===== config.mk =====
export PLATFORM = sky130hd
export DESIGN_NAME = regfile_write_arbiter
export DESIGN_NICKNAME = d
export VERILOG_FILES = /design/src/rtl/regfile_pkg.sv /design/src/rtl/regfile_write_arbiter_rr_arbiter.sv /design/src/rtl/regfile_write_arbiter.sv
export SDC_FILE = /design/constraint.sdc
export NUM_CORES = 1
export LEC_CHECK = 0
export ABC_AREA = 1
export CAP_MARGIN = 20
export CORE_AREA = 2 2 107 109
export CTS_CLUSTER_SIZE = 30
export DETAILED_ROUTE_END_ITERATION = 7
export DIE_AREA = 0 0 109 111
export GPL_ROUTABILITY_DRIVEN = 0
export PLACE_DENSITY = 0.82
export SLEW_MARGIN = 10
export SYNTH_ARGS = -nofsm -noshare
export SYNTH_HDL_FRONTEND = slang
export SYNTH_HIERARCHICAL = 1
export SYNTH_SLANG_ARGS = --single-unit

===== constraint.sdc =====
create_clock -name clk -period 2.9 [get_ports clk]
set_clock_uncertainty 0.2 [all_clocks]
set_input_delay 0.58 -clock clk [delete_from_list [all_inputs] [get_ports clk]]
set_output_delay 0.58 -clock clk [all_outputs]
set_load 0.02 [all_outputs]

===== src/rtl/regfile_pkg.sv =====
// regfile_pkg: shared register-file geometry and write-request type
package regfile_pkg;
  localparam int ADDR_W   = 5;
  localparam int DATA_W   = 32;
  localparam int NUM_REGS = 32;
  typedef struct packed {
    logic [ADDR_W-1:0] rd;
    logic [DATA_W-1:0] data;
  } wr_req_t;
endpackage


===== src/rtl/regfile_write_arbiter_rr_arbiter.sv =====
// rr_arbiter: combinational round-robin grant starting one past the last winner
module rr_arbiter #(
  parameter  int N  = 3,
  localparam int IW = $clog2(N)
) (
  input  logic [N-1:0]  req_i,
  input  logic [IW-1:0] ptr_i,
  output logic [N-1:0]  gnt_o,
  output logic [IW-1:0] idx_o
);
  // scan from farthest to nearest offset so the nearest requester after the pointer wins
  always_comb begin
    gnt_o = '0;
    idx_o = '0;
    for (int k = N; k >= 1; k--) begin
      if (req_i[(int'(ptr_i) + k) % N]) begin
        gnt_o = '0;
        gnt_o[(int'(ptr_i) + k) % N] = 1'b1;
        idx_o = IW'((int'(ptr_i) + k) % N);
      end
    end
  end
endmodule


===== src/rtl/regfile_write_arbiter.sv =====
// regfile_write_arbiter: round-robin share of the register-file write port plus busy scoreboard
module regfile_write_arbiter #(
  parameter int N_REQ  = 3,
  parameter int DATA_W = regfile_pkg::DATA_W,
  parameter int ADDR_W = regfile_pkg::ADDR_W
) (
  input  logic                    clk,
  input  logic                    rst_n,
  input  logic [N_REQ-1:0]        req_valid,
  input  logic [N_REQ*ADDR_W-1:0] req_reg,
  input  logic [N_REQ*DATA_W-1:0] req_data,
  output logic [N_REQ-1:0]        req_ready,
  output logic                    reg_write,
  output logic [ADDR_W-1:0]       write_register,
  output logic [DATA_W-1:0]       write_data,
  input  logic                    reserve_valid,
  input  logic [ADDR_W-1:0]       reserve_reg,
  input  logic [ADDR_W-1:0]       query_reg_1,
  input  logic [ADDR_W-1:0]       query_reg_2,
  output logic                    busy_1,
  output logic                    busy_2,
  output logic [2**ADDR_W-1:0]    busy_vec
);
  localparam int IW = $clog2(N_REQ);
  localparam int NR = 2**ADDR_W;
  logic [N_REQ-1:0]  gnt;
  logic [IW-1:0]     idx, last_q, last_d;
  logic              wen_q, wen_d;
  logic [ADDR_W-1:0] wreg_q, wreg_d;
  logic [DATA_W-1:0] wdata_q, wdata_d;
  logic [NR-1:0]     busy_q, busy_d;
  rr_arbiter #(.N(N_REQ)) u_rr (
    .req_i(req_valid),
    .ptr_i(last_q),
    .gnt_o(gnt),
    .idx_o(idx)
  );
  assign req_ready      = rst_n ? gnt : '0;
  assign reg_write      = wen_q;
  assign write_register = wreg_q;
  assign write_data     = wdata_q;
  assign busy_vec       = busy_q;
  assign busy_1         = busy_q[query_reg_1];
  assign busy_2         = busy_q[query_reg_2];
  // next pointer, registered write port and scoreboard; a same-edge reserve beats the clear
  always_comb begin
    last_d  = |gnt ? idx : last_q;
    wen_d   = |gnt;
    wreg_d  = |gnt ? req_reg[idx*ADDR_W +: ADDR_W] : wreg_q;
    wdata_d = |gnt ? req_data[idx*DATA_W +: DATA_W] : wdata_q;
    busy_d  = '0;
    for (int r = 0; r < NR; r++)
      busy_d[r] = (reserve_valid && reserve_reg == ADDR_W'(r)) ||
                  (busy_q[r] && !(wen_q && wreg_q == ADDR_W'(r)));
  end
  // state flops; reset drops any write in flight and hands first priority to requester 0
  always_ff @(posedge clk or negedge rst_n) begin
    if (!rst_n) begin
      last_q  <= IW'(N_REQ-1);
      wen_q   <= 1'b0;
      wreg_q  <= '0;
      wdata_q <= '0;
      busy_q  <= '0;
    end else begin
      last_q  <= last_d;
      wen_q   <= wen_d;
      wreg_q  <= wreg_d;
      wdata_q <= wdata_d;
      busy_q  <= busy_d;
    end
  end
endmodule


* Word-level counts from Yosys, hierarchy flattened
Cells that the tools add are included.
** Storage, ports and cells
- Flip-flop bits (word level) :: 72
- Output and inout port bits :: 75
- Word-level logic and storage cells :: 276
** Operators by class
- Add/sub/neg operators :: 3
- Multiply operators :: 1
- Divide/modulo/power cells :: 3
- Magnitude comparators :: 8
- Equal/unequal tests :: 62
- Shifts and indexed selects :: 2
- Multiplexer cells :: 26
- Reductions and logical operators :: 166
** Operator list (number)
- $eq A5 B5 Y1 const B :: 32
- $logic_and A1 B1 Y1 :: 99
- $ge A32 B1 Y1 const B :: 3
- $lt A32 B4 Y1 const B :: 3
- $mod A32 B3 Y32 const B :: 3
- $shiftx A96 B8 Y32 :: 1
- $eq A5 B4 Y1 const B :: 16
- $eq A5 B3 Y1 const B :: 8
- $logic_not A1 Y1 :: 32
- $logic_or A1 B1 Y1 :: 32
- $eq A5 B2 Y1 const B :: 4
- $shiftx A15 B6 Y5 :: 1
- $lt A5 B6 Y1 const B :: 2
- $mux W3 :: 4
- $mux W1 :: 11
- $bmux W1 S5 :: 2
- $eq A5 B1 Y1 const B :: 2
- $logic_not A5 Y1 :: 2
- $add A2 B2 Y3 const B :: 2
- $bmux W1 S2 :: 3
- $demux W1 S2 :: 3
- $mux W2 :: 3
- $mul A2 B3 Y5 const B :: 1
- $add A2 B1 Y3 const B :: 1
- $reduce_or A3 Y1 :: 1

* Longest topological paths before layout
Gate-level depths: netlist of the first run.
- Depth in word-level cells :: 10
- Gate-level depth with buffers :: 16
- Mapped depth without buffers :: 15

* Cells and area by module
The synthesis of the first run kept the hierarchy.
** By module, submodules not included
- regfile_write_arbiter :: instances 1, cells each 623, area an instance 4267.8 um2
- rr_arbiter :: instances 1, cells each 53, area an instance 271.5 um2

* Worst setup path after synthesis of the first run
No wires, ideal clock.
- Kind :: register to register
- Start point :: reg last_q[1]
- End point :: reg wdata_q[16] (netlist: write_data[16])
- Arrival :: 2.030 ns
- Required time :: 2.572 ns
- Slack :: 0.542 ns
- Cell stages (with the launch flop) :: 15
- Period minus slack after synthesis :: 2.358 ns
- Path through :: dfstp_2 -> ha_1 -> inv_2 -> nand2_1 -> nand3_2 -> nand2_2 -> nand2_1 -> inv_2 -> a21oi_2 -> buf_4 -> inv_2 -> buf_2 -> clkbuf_2 -> o21ai_1 -> a31oi_1
** On the way
- Cells in the longest elaborated chain, start to end :: 10
- Elaborated cells on any way between the ends :: 38
- Classes of those cells :: 3 x add/sub; 3 x div; 6 x order compare; 1 x shift; 21 x mux; 4 x reduce/logical
** RTL lines
- start: declaration :: line regfile_write_arbiter.sv:27 : logic [IW-1:0] idx, last_q, last_d;
- start signal: assignment :: line regfile_write_arbiter.sv:59 : last_q <= IW'(N_REQ-1);
- start signal: assignment :: line regfile_write_arbiter.sv:65 : last_q <= last_d;
- $add A2 B2 Y3 :: line regfile_write_arbiter_rr_arbiter.sv:16, regfile_write_arbiter_rr_arbiter.sv:18
- $mod A32 B3 Y32 :: line regfile_write_arbiter_rr_arbiter.sv:16, regfile_write_arbiter_rr_arbiter.sv:18
- $ge A32 B1 Y1 (not written as such) / $lt A32 B4 Y1 (equally long branches) :: line regfile_write_arbiter_rr_arbiter.sv:18 : gnt_o[(int'(ptr_i) + k) % N] = 1'b1;
- $logic_and A1 B1 Y1 (not written as such) :: line regfile_write_arbiter_rr_arbiter.sv:18
- $mux W1 (not written as such) :: line regfile_write_arbiter_rr_arbiter.sv:18
- $demux W1 S2
- $mux W3 (2 in series) :: line regfile_write_arbiter_rr_arbiter.sv:16 : if (req_i[(int'(ptr_i) + k) % N]) begin
- $mux W3 * :: line regfile_write_arbiter_rr_arbiter.sv:16
- net gnt[1] :: line regfile_write_arbiter.sv:26 : logic [N_REQ-1:0] gnt;
- $reduce_or A3 Y1 * :: line regfile_write_arbiter.sv:50 : wdata_d = |gnt ? req_data[idx*DATA_W +: DATA_W] : wdata_q;
- end signal: assignment :: line regfile_write_arbiter.sv:68 : wdata_q <= wdata_d;
- end: declaration :: line regfile_write_arbiter.sv:30 : logic [DATA_W-1:0] wdata_q, wdata_d;
The timed path passes the listed nets; every way through them passes the cells marked *. The select of a mux whose other input is x is not followed.
A chain may end at the register's enable or synchronous reset.

* Worst setup path in the final report of the first run
- Start point :: reg last_q[1]
- End point :: out req_ready[1]
** On the way
- Cells in the longest elaborated chain, start to end :: 10
- Elaborated cells on any way between the ends :: 34
- Classes of those cells :: 3 x add/sub; 3 x div; 6 x order compare; 19 x mux; 3 x reduce/logical
** RTL lines
- $add A2 B2 Y3 :: line regfile_write_arbiter_rr_arbiter.sv:16, regfile_write_arbiter_rr_arbiter.sv:18
- $mod A32 B3 Y32 :: line regfile_write_arbiter_rr_arbiter.sv:16, regfile_write_arbiter_rr_arbiter.sv:18
- $ge A32 B1 Y1 (not written as such) / $lt A32 B4 Y1 (equally long branches) :: line regfile_write_arbiter_rr_arbiter.sv:18
- $logic_and A1 B1 Y1 (not written as such) :: line regfile_write_arbiter_rr_arbiter.sv:18
- $mux W1 (not written as such) :: line regfile_write_arbiter_rr_arbiter.sv:18
- $demux W1 S2
- $mux W3 (2 in series) :: line regfile_write_arbiter_rr_arbiter.sv:16
- $mux W3 * :: line regfile_write_arbiter_rr_arbiter.sv:16
- net gnt[1] :: line regfile_write_arbiter.sv:26
- $mux W3 * :: line regfile_write_arbiter.sv:38 : assign req_ready = rst_n ? gnt : '0;
- end: declaration :: line regfile_write_arbiter.sv:12 : output logic [N_REQ-1:0] req_ready,
Marked as above.

==> results.ini, run 1 <==
[finish]
instances_no_fill = 1029
areaGrowthSynthToFinish_pct = 57.9
fin_area_um2 = 7170
antenna_cells = 0
fill_cells = 956
drive_above_1_share_pct = 7.67
fin_nets = 1017

[global_route]
grt_pass1_wl_um = 24800
grt_max_degree = 42
grt_overflow = 0
grt_pass1_vias = 4893
antenna_found_initial = 0
track_usage_pct = 26.5

[route]
wl_per_cell_um = 15.5
postRouteAntennaNets = 0
dr_total_vias = 5331
viasPerCell = 5.18
post-route-drc-count = 0
drt_iter0_drc = 348
drt_pass1_iterations = 5
wl_um = 15900

[synthesis]
synth_simple_gate_area_share_pct = 33.4
synth_cell_types = 23
synth_nets = 812
muxShareOfSynthArea_pct = 0
synthCells = 676
synth_seq_cells = 72
synth_xor_area_share_pct = 0
ys_warn_count = 6
synthAdderAreaFrac_pct = 1.10
synth-compound-area-share_pct = 16.9
netlist_area_um2 = 4540
synth_top_family_by_area = simple AND/OR/NAND/NOR gates
synth_seq_area_share_pct = 39.7
syn_avg_cell_area_um2 = 6.72

[power_and_ir_drop]
power_density_nw_per_um2 = 1500
leakagePower_nw = 3.12
irDropWorstVdd_uv = 1000

[critical_path]
required_ns = 2.12
crit_path_cell_trace = inv_1 > ha_2 > nor2_1 > nand2_1 > nand2_1 > nand3_2 > a21oi_4 > nand2_1 > inv_1 > buf_2
cp_max_fo = 4
crit_type = reg2out
path_common_cell = nand2_1
critPathLaunchType = flop
cp_slowest_cell = dfstp_2
worstPathArrival_ns = 2.03
end_kind = output pin
crit_path_max_incr_delay_ns = 0.57

[sta]
tns_ns = 0
worstMarginPinSlew_ns = 0.534
timing.slew.headroom_pct = 64.3
final_max_slew_viol_count = 0
period_minus_slack_ns = 2.81
fin_crit_sh_pct = 96.8
fin_ws_ns = 0.0932
finalHoldViolCount = 0
clock.fmax_mhz = 356
rsz0062_at_grt = no
setup_viol = 0

[place]
hpwl_um = 12000
post-place-ws_ns = -0.354
post-place-cells = 1013
port_buffers = 206
post_dp_cell_area_um2 = 6800

[die]
fp-row-count = 39
ios = 207
dieArea_um2 = 12100
core_area_um2 = 11100
start_util_pct = 41.0
die_y_um = 111
die_w_um = 109

[clock_tree]
root_buffer = clkbuf_16
cts_max_level = 3
clkSlewWorstSetupHoldPaths_ns = 0.06
holdBufCountCts = 0
clk_latency_ns = 0.34
postCtsSetupRepairBufs = 0
cts-buffers-inserted = 9
cts.path.max_buffers = 2
cts_tree = built
cts.sinks = 72

[min_path]
hold_class = in2async

[status]
status = complete, no violations

[flow_run]
maxCapViolations = 0

through the flow:
stage	total power (W)	hold WS, ns	utilization, %
3_3_place_gp	0.00928	0.292	61.4
6_report	0.0108	0.101	64.7
5_1_grt	0.0116	0.147	64.7
4_1_cts	0.0107	0.112	64.5
2_1_floorplan	0.00669	0.0844	-
3_5_place_dp	0.00944	0.305	61.4
routing by layer:
| metal | track usage (%) | up-vias | part of all wire (%) |
|---|---|---|---|
| met2 | 44.9 | 274 | 49 |
| met5 | 0 | - | 0 |
| met3 | 5.82 | 42 | 9.2 |
| met4 | 11.5 | 0 | 3.4 |
| met1 | 31.9 | 2397 | 38 |
| li1 | - | 2618 | - |
critical path: cells and delay by family (launching register included):
family,cells,cell delay (ns)
DFF,1,0.57
and+or+nand+nor,5,0.50
buffers and inverters,3,0.26
adders and majority gates,1,0.20
AOI/OAI and AO/OA,1,0.17
state kept, by name (all words and copies together), names as in the netlist:
name            flops
busy_vec           32
reg_write           1
write_register      5
last_q              2
write_data         32
synthesized netlist by cell type:
master / instances / area (um^2)
nor2_4: 1 / 11.3
buf_2: 8 / 40.0
clkbuf_1: 11 / 41.3
ha_1: 4 / 50.1
o311ai_1: 1 / 8.76
clkbuf_2: 2 / 10.0
nor2_1: 125 / 469
nand3_2: 2 / 20.0
dfstp_2: 1 / 26.3
nand3_1: 54 / 270
a31oi_1: 36 / 225
buf_4: 3 / 22.5
o21ai_1: 24 / 120
buf_1: 1 / 3.75
o21a_1: 1 / 7.51
nand2_2: 3 / 18.8
nand2_1: 193 / 724
dfrtp_1: 71 / 1780
inv_1: 36 / 135
buf_6: 11 / 124
a21oi_2: 1 / 8.76
inv_2: 8 / 30.0
o21ai_0: 79 / 395
layout make-up:
class | instances | area [um^2] | share of cell area, %
Sequential cell | 72 | 1800 | 25.2
Inverter | 44 | 170 | 2.37
Timing Repair Buffer | 230 | 2300 | 32.1
Clock inverter | 7 | 119 | 1.66
Tap cell | 143 | 179 | 2.50
Clock buffer | 9 | 225 | 3.14
Multi-Input combinational cell | 524 | 2370 | 33.1
power by group:
group,internal [W],switching (W)
Clock,0.000841,0.000439
Sequential,0.00164,0.000540
Combinational,0.00310,0.00420
Total,0.00558,0.00518
placed cells by master (no fill, tap or decap), types with 6 or more instances in the layout:
cell type          n
clkdlybuf4s50_1  198
nand2_1          192
nor2_1           125
o21ai_0           79
dfrtp_1           71
nand3_1           53
a31oi_1           36
inv_1             35
o21ai_1           23
buf_4             17
clkbuf_16          9
inv_2              7
buf_12             6
path summary, 6_finish.rpt:
path                            slack, ns                        from  cells after the start                             to
worst max-delay path                 0.09       last_q[1]$_DFFE_PN1P_                     10                   req_ready[1]
worst min-delay path                 0.10                       rst_n                      2     write_data[12]$_DFFE_PN0P_
worst max register to register       0.21       last_q[1]$_DFFE_PN1P_                     13  write_register[3]$_DFFE_PN0P_
worst min register to register       0.32  write_data[31]$_DFFE_PN0P_                      2     write_data[31]$_DFFE_PN0P_
max in group asynchronous            1.99                       rst_n                      2         busy_vec[13]$_DFF_PN0_
min in group clk                     0.32  write_data[31]$_DFFE_PN0P_                      2     write_data[31]$_DFFE_PN0P_
what timing repair did:
action,4_1_cts,5_1_grt
gates resized for setup,20,10
pin swaps,1,0
endpoints found under the setup margin,5,40
kinds of logic after synthesis:
| logic type | count (synthesis) |
|---|---|
| buf+inv | 80 |
| simple gates | 378 |
| compound gates | 142 |
| fa+ha+maj | 4 |
| flops | 72 |
Note: power is estimated with default switching activity, not from simulation.
==> run 2: changes to the inputs <==
Settings changed: CORE_AREA 2 2 107 109 to 2 2 110 112, DIE_AREA 0 0 109 111 to 0 0 112 114, PLACE_DENSITY 0.82 to 0.83, SYNTH_HIERARCHICAL 1 to not set.
==> results.ini, run 2 <==
[status]
status = complete, no violations

[route]
dr_total_vias = 6120  ; +15%
drt_pass1_iterations = 8  ; +3
postRouteAntennaNets = 0  ; unchanged
wl_um = 17700  ; +11%
drt_iter0_drc = 616  ; +77%
viasPerCell = 5.23  ; +0.97%
post-route-drc-count = 0  ; unchanged
wl_per_cell_um = 15.1  ; -2.3%

[die]
die_w_um = 112  ; +2.8%
fp-row-count = 40  ; +2.6%
dieArea_um2 = 12800  ; +5.5%
ios = 207  ; unchanged
core_area_um2 = 11700  ; +5.7%
start_util_pct = 42.8  ; +1.8 points
die_y_um = 114  ; +2.7%

[min_path]
hold_class = in2async

[critical_path]
end_kind = output pin
cp_slowest_cell = dlygate4sd2_1
crit_path_max_incr_delay_ns = 0.30  ; -0.27 ns
cp_max_fo = 16  ; +12
rr_endpoint = write_data[17]$_DFFE_PN0P_
crit_path_cell_trace = dlygate4sd2_1 > inv_1 > buf_12 > o21ai_0 > o221ai_1 > nand3_1 > o21ai_0 > nand2_1 > nand2_1 > clkdlybuf4s15_2
worstPathArrival_ns = 2.01  ; -0.02 ns
r2r_slack_ns = 0.34  ; +0.13 ns
required_ns = 2.12  ; about the same
worstRegToRegCells = 12  ; -1
crit_type = in2out
critPathLaunchType = primary input
reg2reg_from = last_q[1]$_DFFE_PN1P_

[power_and_ir_drop]
power_density_nw_per_um2 = 1430  ; -5.0%
leakagePower_nw = 3.83  ; +23%
total_power_w = 0.0112  ; +4.5%
irDropWorstVdd_uv = 1100  ; +10%

[finish]
fin_area_um2 = 7890  ; +10%
layout_commonest_cell = clkdlybuf4s50_1
final_util_pct = 67.3  ; +2.6 points
areaGrowthSynthToFinish_pct = 57.3
antenna_cells = 0  ; unchanged
drive_above_1_share_pct = 9.19  ; +1.5 points
fin_nets = 1154  ; +13%
layout_common_cells = 194 x clkdlybuf4s50_1, 143 x nor2_1, 130 x inv_1, 129 x nand2_1, 103 x nand3_1

[synthesis]
synth_seq_area_share_pct = 36.0  ; -3.8 points
synth_xor_area_share_pct = 0  ; unchanged
synth_top_family_by_area = simple AND/OR/NAND/NOR gates
synth_top_area_share_pct = 35.4  ; -3.7 points
async_flop_share_pct = 100  ; unchanged
synth.area.top_cells = dfrtp_1 35%, nor2_1 11%, nand3_1 11%, inv_1 10%, nand2_1 9.9%
synth_edf_count = 0  ; unchanged
netlist_area_um2 = 5010  ; +10%
synth_nets = 931  ; +15%
synth.top_cells.by_count = 145 x nor2_1, 134 x inv_1, 132 x nand2_1
synth_cell_types = 23  ; unchanged
ys_warn_count = 0  ; -6
synth_simple_gate_area_share_pct = 32.3  ; -1.0 points
synthFlopType = dfrtp_1
synthCells = 795  ; +18%
synth_seq_cells = 72  ; unchanged
syn_avg_cell_area_um2 = 6.31  ; -6.1%
yosysMostFrequentCell = nor2_1
synthAdderAreaFrac_pct = 0.998  ; -0.10 points
yosys.area.top_type = dfrtp_1
muxShareOfSynthArea_pct = 0  ; unchanged
synth-compound-area-share_pct = 16.9  ; about the same

[sta]
final_max_slew_viol_count = 0  ; unchanged
setup_viol = 0  ; unchanged
fin_crit_sh_pct = 96.1  ; -0.67 points
fin_ws_ns = 0.113  ; +0.0195 ns
finalHoldWorstSlack_ns = 0.294  ; +0.194 ns
timing.slew.headroom_pct = 38.8  ; -26 points
finalHoldViolCount = 0  ; unchanged
worstMarginPinSlew_ns = 0.918  ; +0.384 ns
period_minus_slack_ns = 2.79  ; -0.0195 ns
clock.fmax_mhz = 359  ; +0.70%

[global_route]
grt_pass1_wl_um = 28600  ; +15%
grt_max_degree = 73  ; +74%
track_usage_pct = 27.5  ; +1.0 points
antenna_found_initial = 0  ; unchanged
grt_pass1_vias = 6126  ; +25%
grt_overflow = 0  ; unchanged

[place]
post_dp_cell_area_um2 = 7480  ; +10%
port_buffers = 206  ; unchanged
post-place-ws_ns = -0.429  ; -0.0746 ns
hpwl_um = 12900  ; +7.9%

[clock_tree]
root_buffer = clkbuf_16
clkSlewWorstSetupHoldPaths_ns = 0.06  ; about the same
cts.path.max_buffers = 2  ; unchanged
holdBufCountCts = 0  ; unchanged
cts_max_level = 3  ; unchanged
cts.sinks = 72  ; unchanged
clk_latency_ns = 0.33  ; about the same
cts-buffers-inserted = 9  ; unchanged
cts_tree = built

[flow_run]
maxCapViolations = 0  ; unchanged

## run 2: worst max-delay path by stage
| stage | startpoint | end | slack, ns | cells past startpoint |
|---|---|---|---|---|
| floorplan | query_reg_2[0] | busy_2 | 0.35 | 9 |
| global placement | req_valid[2] | req_ready[0] | -0.41 | 8 |
| detailed placement | query_reg_1[1] | busy_1 | -0.43 | 9 |
| CTS | last_q[1]$_DFFE_PN1P_ | req_ready[1] | 0.007 | 12 |
| global route | last_q[1]$_DFFE_PN1P_ | req_ready[1] | -0.006 | 12 |
| finish | query_reg_1[0] | busy_1 | 0.11 | 10 |
## run 2: logic make-up after synthesis
group | count (synthesis)
fa+ha+maj | 4
simple gates | 390
compound gates | 155
buf+inv | 174
flops | 72
## run 2: where the power goes
part	internal, W	switching (W)	total (W)
combinational	0.00318	0.00463	0.00782
clock	0.000842	0.000444	0.00129
sequential	0.00161	0.000530	0.00214
total	0.00564	0.00561	0.0112
## run 2: metal layers
metal,GRT usage [%],up-vias,wire [um]
met2,47.9,342,8590
met1,32.0,2763,6750
met3,6.91,49,1760
met5,0,-,0
li1,-,2966,-
met4,12.9,0,554
## run 2: what timing repair did
item | CTS | global route
pin swaps | 0 | 1
buffers inserted | 0 | 0
setup endpoints to repair | 5 | 4
resized for setup | 25 | 23
## run 2: final cells by class
cell class	instances	area, um^2
flip-flops and latches	72	1800
well taps	147	184
multi-input cells	549	2580
inverters	137	514
repair buffers	249	2460
clock inverters	7	120
fillers	999	3830
clock buffers	9	225
## run 2: worst max-delay path, delay by kind of cell
family          cells  cell delay [ns]
compound gates      3             0.43
simple gates        3             0.19
buf+inv             4             0.79
## run 2: through the flow
step | setup TNS (ns) | instances
after CTS | 0 | 1170
final | 0 | 1170
after global placement | -1.78 | 1154
after detailed placement | -1.81 | 1154
after floorplan | 0 | 795
after global routing | -0.00620 | 1170
